### src/rtl/vending_pkg.sv
// Shared types and helpers for the multi-product vending controller:
// FSM/error encodings, accepted coin denominations and price lookup.
package vending_pkg;

    typedef enum logic [1:0] {
        ST_IDLE   = 2'd0,
        ST_CREDIT = 2'd1,
        ST_VEND   = 2'd2,
        ST_CHANGE = 2'd3
    } state_t;

    typedef enum logic [1:0] {
        ERR_NONE     = 2'd0,
        ERR_SOLD_OUT = 2'd1,
        ERR_INSUFF   = 2'd2
    } err_t;

    localparam int MAX_PRODUCTS = 15;
    localparam int PRICE_VEC_W  = 8 * MAX_PRODUCTS;
    localparam int NUM_DENOMS   = 6;

    localparam logic [NUM_DENOMS-1:0][7:0] COIN_DENOMS = {
        8'd200, 8'd100, 8'd50, 8'd20, 8'd10, 8'd5
    };

    function automatic logic is_valid_coin(input logic [7:0] value);
        logic hit;
        hit = 1'b0;
        for (int i = 0; i < NUM_DENOMS; i++) begin
            if (value == COIN_DENOMS[i]) begin
                hit = 1'b1;
            end
        end
        return hit;
    endfunction

    // Product numbering starts at 1; index 0 (no product) prices at zero.
    function automatic logic [7:0] price_of(input logic [PRICE_VEC_W-1:0] prices,
                                            input logic [3:0]             idx);
        logic [7:0] price;
        price = 8'd0;
        for (int i = 1; i <= MAX_PRODUCTS; i++) begin
            if (idx == 4'(i)) begin
                price = prices[(i-1)*8 +: 8];
            end
        end
        return price;
    endfunction

endpackage

### src/rtl/vending_stock.sv
// Per-product stock counters with decrement-on-vend, restock to the initial
// level, and a registered sold-out flag per product.
module vending_stock
    import vending_pkg::*;
#(
    parameter int NUM_PRODUCTS = 4,
    parameter int STOCK_W      = 4,
    parameter int INIT_STOCK   = 2,
    parameter int PROD_W       = 3
) (
    input  logic                    clk,
    input  logic                    rst,
    input  logic                    dec_valid,
    input  logic [PROD_W-1:0]       dec_idx,
    input  logic                    refill_valid,
    input  logic [PROD_W-1:0]       refill_idx,
    output logic [NUM_PRODUCTS-1:0] sold_out
);

    generate
        for (genvar gi = 0; gi < NUM_PRODUCTS; gi++) begin : g_stock
            logic [STOCK_W-1:0] stock_reg;
            logic [STOCK_W-1:0] stock_next;
            logic               sold_out_reg;

            // The zero guard keeps the counter from wrapping even if a
            // decrement ever arrives for an empty slot.
            always_comb begin
                stock_next = stock_reg;
                if (refill_valid && (refill_idx == PROD_W'(gi + 1))) begin
                    stock_next = STOCK_W'(INIT_STOCK);
                end else if (dec_valid && (dec_idx == PROD_W'(gi + 1)) &&
                             (stock_reg != '0)) begin
                    stock_next = stock_reg - STOCK_W'(1);
                end
            end

            always_ff @(posedge clk) begin
                if (!rst) begin
                    stock_reg    <= STOCK_W'(INIT_STOCK);
                    sold_out_reg <= (INIT_STOCK == 0);
                end else begin
                    stock_reg    <= stock_next;
                    sold_out_reg <= (stock_next == '0);
                end
            end

            assign sold_out[gi] = sold_out_reg;
        end
    endgenerate

endmodule

### src/rtl/vending_ctrl_multi.sv
// N-product vending controller: coin credit, priced selection with stock and
// credit checks, multi-cycle dispense, change/refund and error pulses.
module vending_ctrl_multi
    import vending_pkg::*;
#(
    parameter int                        NUM_PRODUCTS = 4,
    parameter int                        CREDIT_W     = 10,
    parameter logic [8*NUM_PRODUCTS-1:0] PRICES       = {8'd200, 8'd120, 8'd100, 8'd50},
    parameter int                        MAX_CREDIT   = 500,
    parameter int                        STOCK_W      = 4,
    parameter int                        INIT_STOCK   = 2,
    parameter int                        VEND_CYCLES  = 3,
    localparam int                       PROD_W       = $clog2(NUM_PRODUCTS + 1)
) (
    input  logic                    clk,
    input  logic                    rst,
    input  logic                    coin_valid,
    input  logic [7:0]              coin_in,
    input  logic [PROD_W-1:0]       button_in,
    input  logic                    cancel_in,
    input  logic                    refill_valid,
    input  logic [PROD_W-1:0]       refill_idx,
    output logic [CREDIT_W-1:0]     credit_out,
    output logic [PROD_W-1:0]       beverage_out,
    output logic                    beverage_valid,
    output logic [CREDIT_W-1:0]     change_out,
    output logic                    change_valid,
    output logic                    coin_reject,
    output logic [1:0]              err_out,
    output logic [NUM_PRODUCTS-1:0] sold_out,
    output logic                    busy
);

    // One spare bit so credit + coin never wraps before the ceiling compare.
    localparam int SUM_W = ((CREDIT_W > 8) ? CREDIT_W : 8) + 1;
    localparam int CNT_W = (VEND_CYCLES > 1) ? $clog2(VEND_CYCLES) : 1;
    localparam logic [PRICE_VEC_W-1:0] PRICES_EXT = PRICE_VEC_W'(PRICES);

    state_t              state_reg, state_next;
    logic [CREDIT_W-1:0] credit_reg, credit_next;
    logic [CNT_W-1:0]    cnt_reg, cnt_next;
    logic [PROD_W-1:0]   vend_idx_reg, vend_idx_next;
    logic [PROD_W-1:0]   beverage_reg, beverage_next;
    logic                beverage_valid_reg, beverage_valid_next;
    logic [CREDIT_W-1:0] change_reg, change_next;
    logic                change_valid_reg, change_valid_next;
    logic                coin_reject_reg, coin_reject_next;
    err_t                err_reg, err_next;
    logic                busy_reg;

    logic                    stock_dec;
    logic                    refill_ok;
    logic                    buy_ok;
    logic [NUM_PRODUCTS-1:0] sold_out_vec;
    logic                    button_ok;
    logic                    refill_idx_ok;
    logic                    button_sold_out;
    logic                    coin_ok;
    logic [SUM_W-1:0]        credit_wide;
    logic [SUM_W-1:0]        price_wide;
    logic [SUM_W-1:0]        coin_sum;

    assign button_ok     = (button_in != '0) && (int'(button_in) <= NUM_PRODUCTS);
    assign refill_idx_ok = (refill_idx != '0) && (int'(refill_idx) <= NUM_PRODUCTS);
    assign credit_wide   = SUM_W'(credit_reg);
    assign price_wide    = SUM_W'(price_of(PRICES_EXT, 4'(button_in)));
    assign coin_sum      = credit_wide + SUM_W'(coin_in);
    assign coin_ok       = is_valid_coin(coin_in) && (coin_sum <= SUM_W'(MAX_CREDIT));

    always_comb begin
        button_sold_out = 1'b0;
        for (int i = 0; i < NUM_PRODUCTS; i++) begin
            if (int'(button_in) == i + 1) begin
                button_sold_out = sold_out_vec[i];
            end
        end
    end

    vending_stock #(
        .NUM_PRODUCTS (NUM_PRODUCTS),
        .STOCK_W      (STOCK_W),
        .INIT_STOCK   (INIT_STOCK),
        .PROD_W       (PROD_W)
    ) u_stock (
        .clk          (clk),
        .rst          (rst),
        .dec_valid    (stock_dec),
        .dec_idx      (vend_idx_reg),
        .refill_valid (refill_ok),
        .refill_idx   (refill_idx),
        .sold_out     (sold_out_vec)
    );

    always_comb begin
        state_next          = state_reg;
        credit_next         = credit_reg;
        cnt_next            = cnt_reg;
        vend_idx_next       = vend_idx_reg;
        beverage_valid_next = 1'b0;
        beverage_next       = '0;
        change_valid_next   = 1'b0;
        change_next         = '0;
        coin_reject_next    = 1'b0;
        err_next            = ERR_NONE;
        stock_dec           = 1'b0;
        refill_ok           = 1'b0;
        buy_ok              = 1'b0;

        case (state_reg)
            ST_IDLE, ST_CREDIT: begin
                refill_ok = refill_valid && refill_idx_ok;
                if (cancel_in && (state_reg == ST_CREDIT)) begin
                    state_next        = ST_CHANGE;
                    change_valid_next = 1'b1;
                    change_next       = credit_reg;
                    credit_next       = '0;
                    coin_reject_next  = coin_valid;
                end else begin
                    if (button_ok) begin
                        if (button_sold_out) begin
                            err_next = ERR_SOLD_OUT;
                        end else if (credit_wide < price_wide) begin
                            err_next = ERR_INSUFF;
                        end else begin
                            buy_ok        = 1'b1;
                            state_next    = ST_VEND;
                            credit_next   = CREDIT_W'(credit_wide - price_wide);
                            cnt_next      = CNT_W'(VEND_CYCLES - 1);
                            vend_idx_next = button_in;
                        end
                    end
                    // A coin only counts when no purchase consumed this cycle.
                    if (coin_valid) begin
                        if (!buy_ok && coin_ok) begin
                            credit_next = CREDIT_W'(coin_sum);
                            state_next  = ST_CREDIT;
                        end else begin
                            coin_reject_next = 1'b1;
                        end
                    end
                end
            end

            ST_VEND: begin
                coin_reject_next = coin_valid;
                if (cnt_reg != '0) begin
                    cnt_next = cnt_reg - CNT_W'(1);
                end else begin
                    stock_dec = 1'b1;
                    if (credit_reg != '0) begin
                        state_next        = ST_CHANGE;
                        change_valid_next = 1'b1;
                        change_next       = credit_reg;
                        credit_next       = '0;
                    end else begin
                        state_next = ST_IDLE;
                    end
                end
            end

            ST_CHANGE: begin
                coin_reject_next = coin_valid;
                state_next       = ST_IDLE;
            end

            default: begin
                state_next = ST_IDLE;
            end
        endcase

        // Dispense pulse is aligned with the final cycle spent in VEND.
        if ((state_next == ST_VEND) && (cnt_next == '0)) begin
            beverage_valid_next = 1'b1;
            beverage_next       = vend_idx_next;
        end
    end

    always_ff @(posedge clk) begin
        if (!rst) begin
            state_reg          <= ST_IDLE;
            credit_reg         <= '0;
            cnt_reg            <= '0;
            vend_idx_reg       <= '0;
            beverage_reg       <= '0;
            beverage_valid_reg <= 1'b0;
            change_reg         <= '0;
            change_valid_reg   <= 1'b0;
            coin_reject_reg    <= 1'b0;
            err_reg            <= ERR_NONE;
            busy_reg           <= 1'b0;
        end else begin
            state_reg          <= state_next;
            credit_reg         <= credit_next;
            cnt_reg            <= cnt_next;
            vend_idx_reg       <= vend_idx_next;
            beverage_reg       <= beverage_next;
            beverage_valid_reg <= beverage_valid_next;
            change_reg         <= change_next;
            change_valid_reg   <= change_valid_next;
            coin_reject_reg    <= coin_reject_next;
            err_reg            <= err_next;
            busy_reg           <= (state_next == ST_VEND) || (state_next == ST_CHANGE);
        end
    end

    assign credit_out     = credit_reg;
    assign beverage_out   = beverage_reg;
    assign beverage_valid = beverage_valid_reg;
    assign change_out     = change_reg;
    assign change_valid   = change_valid_reg;
    assign coin_reject    = coin_reject_reg;
    assign err_out        = err_reg;
    assign sold_out       = sold_out_vec;
    assign busy           = busy_reg;

endmodule
### config.mk
export PLATFORM = sky130hd
export DESIGN_NAME = vending_ctrl_multi
export DESIGN_NICKNAME = d
export VERILOG_FILES = /design/src/rtl/vending_pkg.sv /design/src/rtl/vending_stock.sv /design/src/rtl/vending_ctrl_multi.sv
export SDC_FILE = /design/constraint.sdc
export NUM_CORES = 1
export LEC_CHECK = 0
export ABC_AREA = 1
export CAP_MARGIN = 20
export CORE_MARGIN = 4
export CORE_UTILIZATION = 30
export DETAILED_ROUTE_END_ITERATION = 16
export GPL_TIMING_DRIVEN = 0
export MAX_ROUTING_LAYER = met4
export PLACE_DENSITY_LB_ADDON = 0.08
export SLEW_MARGIN = 20
export SYNTH_ARGS = -nofsm -noshare
export SYNTH_HDL_FRONTEND = slang
export SYNTH_SLANG_ARGS = --single-unit
### constraint.sdc
create_clock -name clk -period 3.3 [get_ports clk]
set_clock_uncertainty 0.15 [all_clocks]
set_input_delay 0.66 -clock clk [delete_from_list [all_inputs] [get_ports clk]]
set_output_delay 0.66 -clock clk [all_outputs]
set_load 0.005 [all_outputs]
* Word level (Yosys, flattened, before mapping)
Cells that the tools add are included.
** Operators by class
- $add $sub $neg :: 7
- Order comparisons :: 4
- Equality and inequality tests :: 32
- Multiplexer cells :: 77
- Bitwise gates (word level) :: 3
- Reductions and logical operators :: 42
** Operator list (count)
- 10-bit 2-to-1 mux :: 11
- 10-bit one-hot mux with 2 select lines :: 2
- 4-bit 2-to-1 mux :: 8
- 8-bit 2-to-1 mux :: 4
- 2-bit 2-to-1 mux :: 14
- 3-bit equality test (second input constant) :: 9
- 1-bit 2-to-1 mux :: 26
- 3-bit by 2-bit equality test with 1-bit output (second input constant) :: 7
- 1-bit logical AND :: 19
- 4-bit logical NOT :: 4
- 4-bit nonzero test :: 4
- 4-bit by 1-bit subtractor with 4-bit output (second input constant) :: 4
- 3-bit 2-to-1 mux :: 5
- 7-bit 2-to-1 mux :: 2
- 10-bit by 8-bit adder with 11-bit output :: 1
- 11-bit by 9-bit less-or-equal comparator with 1-bit output (second input constant) :: 1
- 10-bit by 8-bit less-than comparator with 1-bit output :: 1
- 10-bit nonzero test :: 1
- 10-bit by 8-bit subtractor with 10-bit output :: 1
- 3-bit by 1-bit equality test with 1-bit output (second input constant) :: 3
- 2-bit equality test (second input constant) :: 4
- 8-bit by 3-bit equality test with 1-bit output (second input constant) :: 1
- 8-bit by 4-bit equality test with 1-bit output (second input constant) :: 1
- 8-bit by 5-bit equality test with 1-bit output (second input constant) :: 1
- 22 further kinds :: 31
** Storage, ports and cells
- Register bits after elaboration :: 56
- Bits of input ports :: 19
- Output and inout port bits :: 33
- Logic and storage cells :: 185

* Logic depth before layout (Yosys ltp)
Gate-level depths: netlist of the first run.
- Word-level depth :: 23
- Gate-level depth with buffers :: 19
- Gate-level depth less buffers :: 18

* Modules after synthesis
A second synthesis of the first run with hierarchy kept.
** Second synthesis, totals
- Cell total of the unflattened synthesis :: 629
- Area total of the unflattened synthesis :: 4011.3 um^2
** By module, submodules not included
- vending_ctrl_multi :: instances 1, cells an instance 418, area an instance 2772.7 um^2, sequential area each 720.7 um^2
- vending_stock :: instances 1, cells an instance 211, area an instance 1238.7 um^2, sequential area each 400.4 um^2

* Least setup slack after synthesis of the first run
OpenSTA, ideal clock, no wires.
- Path type :: input -> register
- From :: input port button_in[0]
- To :: register credit_reg[2] (netlist: credit_out[2])
- Setup time :: 0.120 ns
- Data arrival time :: 2.679 ns
- Required time :: 3.030 ns
- Setup slack :: 0.352 ns
- Cell stages on the path :: 14
- Path buffers :: 1
- Cell sequence :: nor2_1 > ha_1 > nand2_1 > ha_1 > a21o_1 > nor2_1 > nand2_1 > nor2_2 > nor2_4 > nor2_2 > nand3_2 > buf_2 > o211ai_1 > nand2_1
** On the way
- Longest elaborated chain between the ends :: 20
- Elaborated cells on any way between the ends :: 41
- Classes of those cells :: add/sub (1); order compare (2); eq/ne (11); mux (23); reduce/logical (4)
** RTL lines
- start, declared :: RTL line vending_ctrl_multi.sv:19 : input logic [PROD_W-1:0] button_in,
- 3-bit by 1-bit equality test with 1-bit output :: RTL line vending_pkg.sv:43 : if (idx == 4'(i)) begin
- 6-bit 2-to-1 mux :: RTL line vending_pkg.sv:43
- 7-bit 2-to-1 mux (2 in a row) :: RTL line vending_pkg.sv:43
- 8-bit 2-to-1 mux (4 in a row) :: RTL line vending_pkg.sv:43
- 10-bit by 8-bit less-than comparator with 1-bit output :: RTL line vending_ctrl_multi.sv:122 : end else if (credit_wide < price_wide) begin
- 1-bit 2-to-1 mux :: RTL line vending_ctrl_multi.sv:122
- 1-bit 2-to-1 mux :: RTL line vending_ctrl_multi.sv:120 : if (button_sold_out) begin
- 1-bit 2-to-1 mux :: RTL line vending_ctrl_multi.sv:119 : if (button_ok) begin
- 1-bit 2-to-1 mux :: RTL line vending_ctrl_multi.sv:112 : if (cancel_in && (state_reg == ST_CREDIT)) begin
- 1-bit 2-to-1 mux :: RTL line vending_ctrl_multi.sv:109 : case (state_reg)
- 1-bit logical NOT :: RTL line vending_ctrl_multi.sv:134 : if (!buy_ok && coin_ok) begin
- 1-bit logical AND :: RTL line vending_ctrl_multi.sv:134
- 10-bit 2-to-1 mux :: RTL line vending_ctrl_multi.sv:134
- 10-bit 2-to-1 mux (*) :: RTL line vending_ctrl_multi.sv:133 : if (coin_valid) begin
- 10-bit 2-to-1 mux (*) :: RTL line vending_ctrl_multi.sv:112
- 10-bit one-hot mux with 2 select lines (*) :: RTL line vending_ctrl_multi.sv:109
- end signal, assigned :: RTL line vending_ctrl_multi.sv:193 : credit_reg <= credit_next;
- end, declared :: RTL line vending_ctrl_multi.sv:40 : logic [CREDIT_W-1:0] credit_reg, credit_next;
Every way passes the cells marked *; elsewhere a longest branch is shown, timed or not. The select of a mux whose other input is x is not followed.
A chain may end at the register's enable or synchronous reset.

* Worst setup path after layout of the first run
- From :: input port button_in[0]
- To :: register credit_reg[6] (netlist: credit_out[6])
The elaborated chain is that of the path after synthesis.

==> results of run 1 <==
-- final cells by class --
class,count,area (µm²)
tap,143,179
clock inverter,3,22.5
sequential,55,1100
buffer,9,68.8
inverter,88,330
timing repair buffer,54,534
multi-input combinational,383,2090
fill,1279,7060
clock buffer,5,125
-- worst max path at each step --
| stage | endpoint | slack [ns] | depth (start not counted) |
|---|---|---|---|
| after floorplan | credit_out[2] | 0.35 | 14 |
| after global placement | credit_out[6] | -0.85 | 17 |
| after detailed placement | credit_out[6] | -0.85 | 17 |
| after CTS | credit_out[6] | 0.04 | 16 |
| after global routing | credit_out[6] | 0.02 | 16 |
| final | credit_out[6] | 0.24 | 15 |
-- logic make-up after synthesis --
group                    after synthesis  synth area share
AND/OR/NAND/NOR                      291             0.367
multiplexers                           1           0.00282
XOR/XNOR                              14            0.0345
buffers and inverters                 97             0.112
adder cells (fa/ha/maj)               23            0.0852
flip-flops                            55             0.310
AO/OA/AOI/OAI                         54            0.0888
-- power groups by stage --
stage | clock [W] | sequential [W] | combinational, W
3_5_place_dp | 0 | 0.000879 | 0.00123
4_1_cts | 0.000586 | 0.000863 | 0.00124
6_report | 0.000561 | 0.000862 | 0.00125
5_1_grt | 0.000606 | 0.000875 | 0.00142
2_1_floorplan | 0 | 0.000841 | 0.000862
3_3_place_gp | 0 | 0.000880 | 0.00123
-- cells in the mapped netlist (2+ instances only) --
cell type,n
o21ai_1,6
nand4_1,9
nand3b_1,2
nor4_1,7
buf_4,4
a21oi_1,19
nand2_2,2
fa_1,2
nand2_1,136
nor2_2,3
buf_2,2
nand3_1,47
or2_0,2
dfxtp_1,55
inv_1,78
xnor2_1,4
inv_2,8
xor2_1,10
ha_1,21
nor2_1,64
or2_2,3
o211ai_1,7
clkinv_1,2
o21ai_0,13
buf_6,2
nor4_2,2
nor2_4,3
nand3_2,2
nor3_1,5
-- critical path: stages --
cell             delay [ns]
clkdlybuf4s18_2        0.28
nor2_4                 0.16
ha_2                   0.23
nand2_1                0.08
ha_1                   0.32
a21o_1                 0.17
nor2_1                 0.17
nand2_2                0.11
nor2_2                 0.13
nor2_4                 0.06
nor2_4                 0.15
nand3_4                0.13
buf_4                  0.20
o211ai_1               0.18
nand2_1                0.07
-- per-stage QoR --
stage,worst slack [ns],hold WS [ns]
2_1_floorplan,0.352,0.315
3_3_place_gp,-0.847,0.364
3_5_place_dp,-0.855,0.372
4_1_cts,0.0376,0.385
5_1_grt,0.0239,0.413
6_report,0.241,0.375
-- what timing repair did --
item | CTS | global route
setup endpoints to repair | 20 | 13
buffers inserted | 0 | 3
hold endpoints to repair | 0 | 0
resized for setup | 11 | 10
pin swaps | 0 | 2
-- per-layer routing --
metal | global-route usage | share of wire | vias up
met5 | - | 0 | -
met4 | 0.0321 | 0.0084 | 0
met3 | 0.0298 | 0.042 | 7
met2 | 0.255 | 0.47 | 57
met1 | 0.191 | 0.48 | 1540
li1 | - | - | 1846
==> results.toml, run 1 <==
[critical_path]
reg2reg_from = "credit_out[0]"
cp_max_fo = 10
arrival_ns = 3.10
cp-startpoint = "button_in[0]"
cp.required_ns = 3.35
path_class = "input port to flop"
ff2ff_setup_slack_ns = 0.54
cp-end-kind = "flop"
r2r_end = "credit_out[8]"
worstRegToRegCells = 16
cp-start-kind = "input port"

[power]
swShare = 0.421
power_density_mw_per_mm2 = 600
total_power_w = 0.00267
p_switching_w = 0.00113
p_leak_nw = 2.11
ir_drop_uv = 254
intPower_w = 0.00155
p_clk_frac = 0.210
pwr-share-seq = 0.322
pwr-share-comb = 0.468

[cells_and_area]
areaGrowthSynthToFinish_pct = 25.4
fin_cells = 740
fin_nets = 638
fin_area_mm2 = 0.00446
finish.utilization = 0.387
final_common_cell = "nand2_1"
drive_above_1_share = 0.0888
final_cell_mix = "nand2_1, inv_1, nor2_1"
antenna_cells = 0
largest_reg_flops = 16

[route]
first_pass_iters = 4
drtIter0Drc = 123
ant_nets = 0
vias_per_cell = 4.66
dr_total_vias = 3450
wl_per_cell_um = 13.1
drcViolationCount = 0
routed_wl_um = 9690

[floorplanning]
std_cell_rows = 39
die_w_um = 117
start_util = 0.308
pin_count = 52
chipHeight_um = 117
coreArea_mm2 = 0.0115
die_area_mm2 = 0.0136

[cts]
numCtsBuffers = 5
htreeDepth = 2
cts.clk_slew.worst_paths_ns = 0.08
root_buffer = "clkbuf_16"
cts_buffer_depth = 2
hold_buffers = 0
clk_latency_ns = 0.31
cts_tree = "built"
clock_sinks = 55

[timing]
hold_viol_final = 0
period_share = 0.927
max_freq_ghz = 0.327
fin_tns_setup_ns = 0
finalCriticalPeriod_ns = 3.06
slew_headroom = 0.539
finalSetupViolations = 0
rsz0062_at_grt = "false"
tightest_slew_ns = 0.681
drv_slew = 0

[synth]
synth-async-reset-ratio = 0
synth_area_leader_cell = "dfxtp_1"
yosysWarnings = 0
synthCells = 535
yosys_most_used_dff = "dfxtp_1"
syn_area_per_cell_um2 = 6.64
ys_seq_area_frac = 0.310
synth_top_area_share = 0.310
synth-edff-count = 0
netlist_area_mm2 = 0.00355
synth_fp_nets = 577
ys_ff_latch = 55
synthDistinctLibCells = 44
synth_area_leaders = "dfxtp_1, nand2_1, inv_1"

[worst_hold_path]
whs_path_depth = 2
hold_start = "credit_out[0]"
whs_endpoint = "change_out[0]"
hold_path_class = "flop to flop"

[placement]
port_buffers = 51
gp_congestion = 0.820
placedCellCount = 729
dp_hpwl_um = 7930
dpl_cell_area_mm2 = 0.00424

[global_routing]
grt.overflow.total = 0
grt_pass1_wl_um = 15800
grt_max_degree = 19
antenna_found_initial = 0
first_global_vias = 3214
grt_usage = 0.152

[status]
outcome = "finished clean"

[run]
drv_cap = 0
Note: power is estimated with default switching activity, not from simulation.
==> run 2: changes to the inputs <==
--- a/config.mk
+++ b/config.mk
@@ -13,6 +13,7 @@
 export GPL_TIMING_DRIVEN = 0
 export MAX_ROUTING_LAYER = met4
 export PLACE_DENSITY_LB_ADDON = 0.08
+export SETUP_SLACK_MARGIN = 0.05
 export SLEW_MARGIN = 20
 export SYNTH_ARGS = -nofsm -noshare
 export SYNTH_HDL_FRONTEND = slang
==> run 2 against run 1 <==
Compared with the run above:
- critical endpoint is now credit_out[2]
- non-clock buffer count did not move
- power increased by 0.11%
- utilization is 0.11 points higher
==> results.toml, run 2 (synthesized netlist as in run 1, its figures left out) <==
[cells_and_area]
drive_above_1_share = 0.0905
fin_nets = 638
antenna_cells = 0
regArea_mm2 = 0.00110
final_cell_mix = "nand2_1, inv_1, nor2_1"
final_common_cell = "nand2_1"
multiInputGateArea_mm2 = 0.00211
areaGrowthSynthToFinish_pct = 25.8
fin_area_mm2 = 0.00447
largest_reg_flops = 16
n_fill_cell = 1276
fin_cells = 740

[floorplanning]
chipHeight_um = 117
std_cell_rows = 39
coreArea_mm2 = 0.0115
die_w_um = 117
die_area_mm2 = 0.0136
start_util = 0.308
pin_count = 52

[status]
outcome = "finished clean"

[power]
p_clk_frac = 0.209
pwr-share-comb = 0.469
intPower_w = 0.00155
total_power_w = 0.00268
swShare = 0.421
power_density_mw_per_mm2 = 599
p_switching_w = 0.00113
ir_drop_uv = 255
pwr-share-seq = 0.322
p_leak_nw = 2.11

[global_routing]
top_usage_layer = "met2"
first_global_vias = 3214
grt_max_degree = 19
grt_use_met1 = 0.191
grt_usage = 0.152
grt.overflow.total = 0
grtUsageMet3 = 0.0298
antenna_found_initial = 0
met2_usage = 0.255
grt_pass1_wl_um = 15700

[critical_path]
cp.required_ns = 3.41
arrival_ns = 3.13
cp-startpoint = "button_in[0]"
crit_end = "credit_out[2]"
path_class = "input port to flop"
r2r_end = "credit_out[8]"
cp-start-kind = "input port"
cp_max_fo = 10
reg2reg_from = "credit_out[0]"
cp-end-kind = "flop"
worstRegToRegCells = 16
ff2ff_setup_slack_ns = 0.53

[timing]
rsz0062_at_grt = "false"
period_share = 0.916
finalCriticalPeriod_ns = 3.02
slew_headroom = 0.539
hold_viol_final = 0
tightest_slew_ns = 0.681
drv_slew = 0
max_freq_ghz = 0.331
fin_tns_setup_ns = 0
finalWorstSetupSlack_ns = 0.278
finalSetupViolations = 0

[cts]
cts_tree = "built"
cts_buffer_depth = 2
numCtsBuffers = 5
htreeDepth = 2
clock_sinks = 55
cts.clk_slew.worst_paths_ns = 0.08
clk_latency_ns = 0.31
root_buffer = "clkbuf_16"

[placement]
port_buffers = 51
dp_slack_ns = -0.855
placedCellCount = 729
gp_congestion = 0.820
dpl_cell_area_mm2 = 0.00424
dp_hpwl_um = 7930

[route]
dr_total_vias = 3436
routed_wl_um = 9700
drtIter0Drc = 129
vias_per_cell = 4.64
ant_nets = 0
drcViolationCount = 0
first_pass_iters = 4
wl_per_cell_um = 13.1

[run]
drv_cap = 0

[worst_hold_path]
hold_path_class = "flop to flop"
-- run 2: cell counts in the layout (fill, tap and decap cells not counted) --
Identical to the previous run, type by type.
-- run 2: timing repair --
item                       in CTS  in global routing
setup buffers                   0                  3
hold buffers                    0                  0
resized for setup              12                 11
pin swaps                       0                  2
setup endpoints to repair      20                 16
-- run 2: per-layer routing --
metal  vias up  routed length, µm
met5         -                  0
met4         0                 63
met3         4                394
met2        63               4580
met1      1522               4660
li1       1847                  -
-- run 2: layout make-up --
cell class / instances / share of cell area
flip-flops and latches: 55 / 0.246
well taps: 143 / 0.0400
inverters: 88 / 0.0739
plain buffers: 9 / 0.0154
multi-input cells: 383 / 0.472
clock buffers: 5 / 0.0280
repair buffers: 54 / 0.120
clock inverters: 3 / 0.00504
-- run 2: worst min-delay path by stage --
stage | end | cells past startpoint | from | slack [ns]
floorplan | change_out[0] | 2 | credit_out[0] | 0.32
global placement | change_out[0] | 2 | credit_out[0] | 0.36
detailed placement | change_out[0] | 2 | credit_out[0] | 0.37
CTS | change_out[0] | 2 | credit_out[0] | 0.39
global route | change_out[0] | 2 | credit_out[0] | 0.41
finish | change_out[0] | 2 | credit_out[0] | 0.38
-- run 2: metrics by stage --
step                      hold slack, ns  utilization
after CTS                          0.387        0.383
after global placement             0.364        0.368
after floorplan                    0.315            -
final                              0.375        0.388
after detailed placement           0.372        0.368
after global routing               0.413        0.388
-- run 2: worst max-delay path, stage by stage --
cell	delay (ns)
clkdlybuf4s18_2	0.29
nor2_4	0.08
ha_4	0.18
nor2_4	0.13
nand2_1	0.12
ha_4	0.31
nand2_1	0.06
a21oi_1	0.15
nor2_2	0.06
nand2_2	0.10
nor2_2	0.05
nor2_4	0.12
buf_6	0.16
inv_2	0.06
buf_6	0.14
or2_0	0.19
nand3_1	0.08
o211ai_1	0.09
nand2_1	0.09
-- run 2: power groups by stage --
stage	logic [W]	registers (W)	clock network, W
floorplan	0.000862	0.000841	0
global placement	0.00123	0.000880	0
detailed placement	0.00123	0.000879	0
CTS	0.00124	0.000863	0.000586
global route	0.00143	0.000875	0.000606
finish	0.00125	0.000862	0.000560
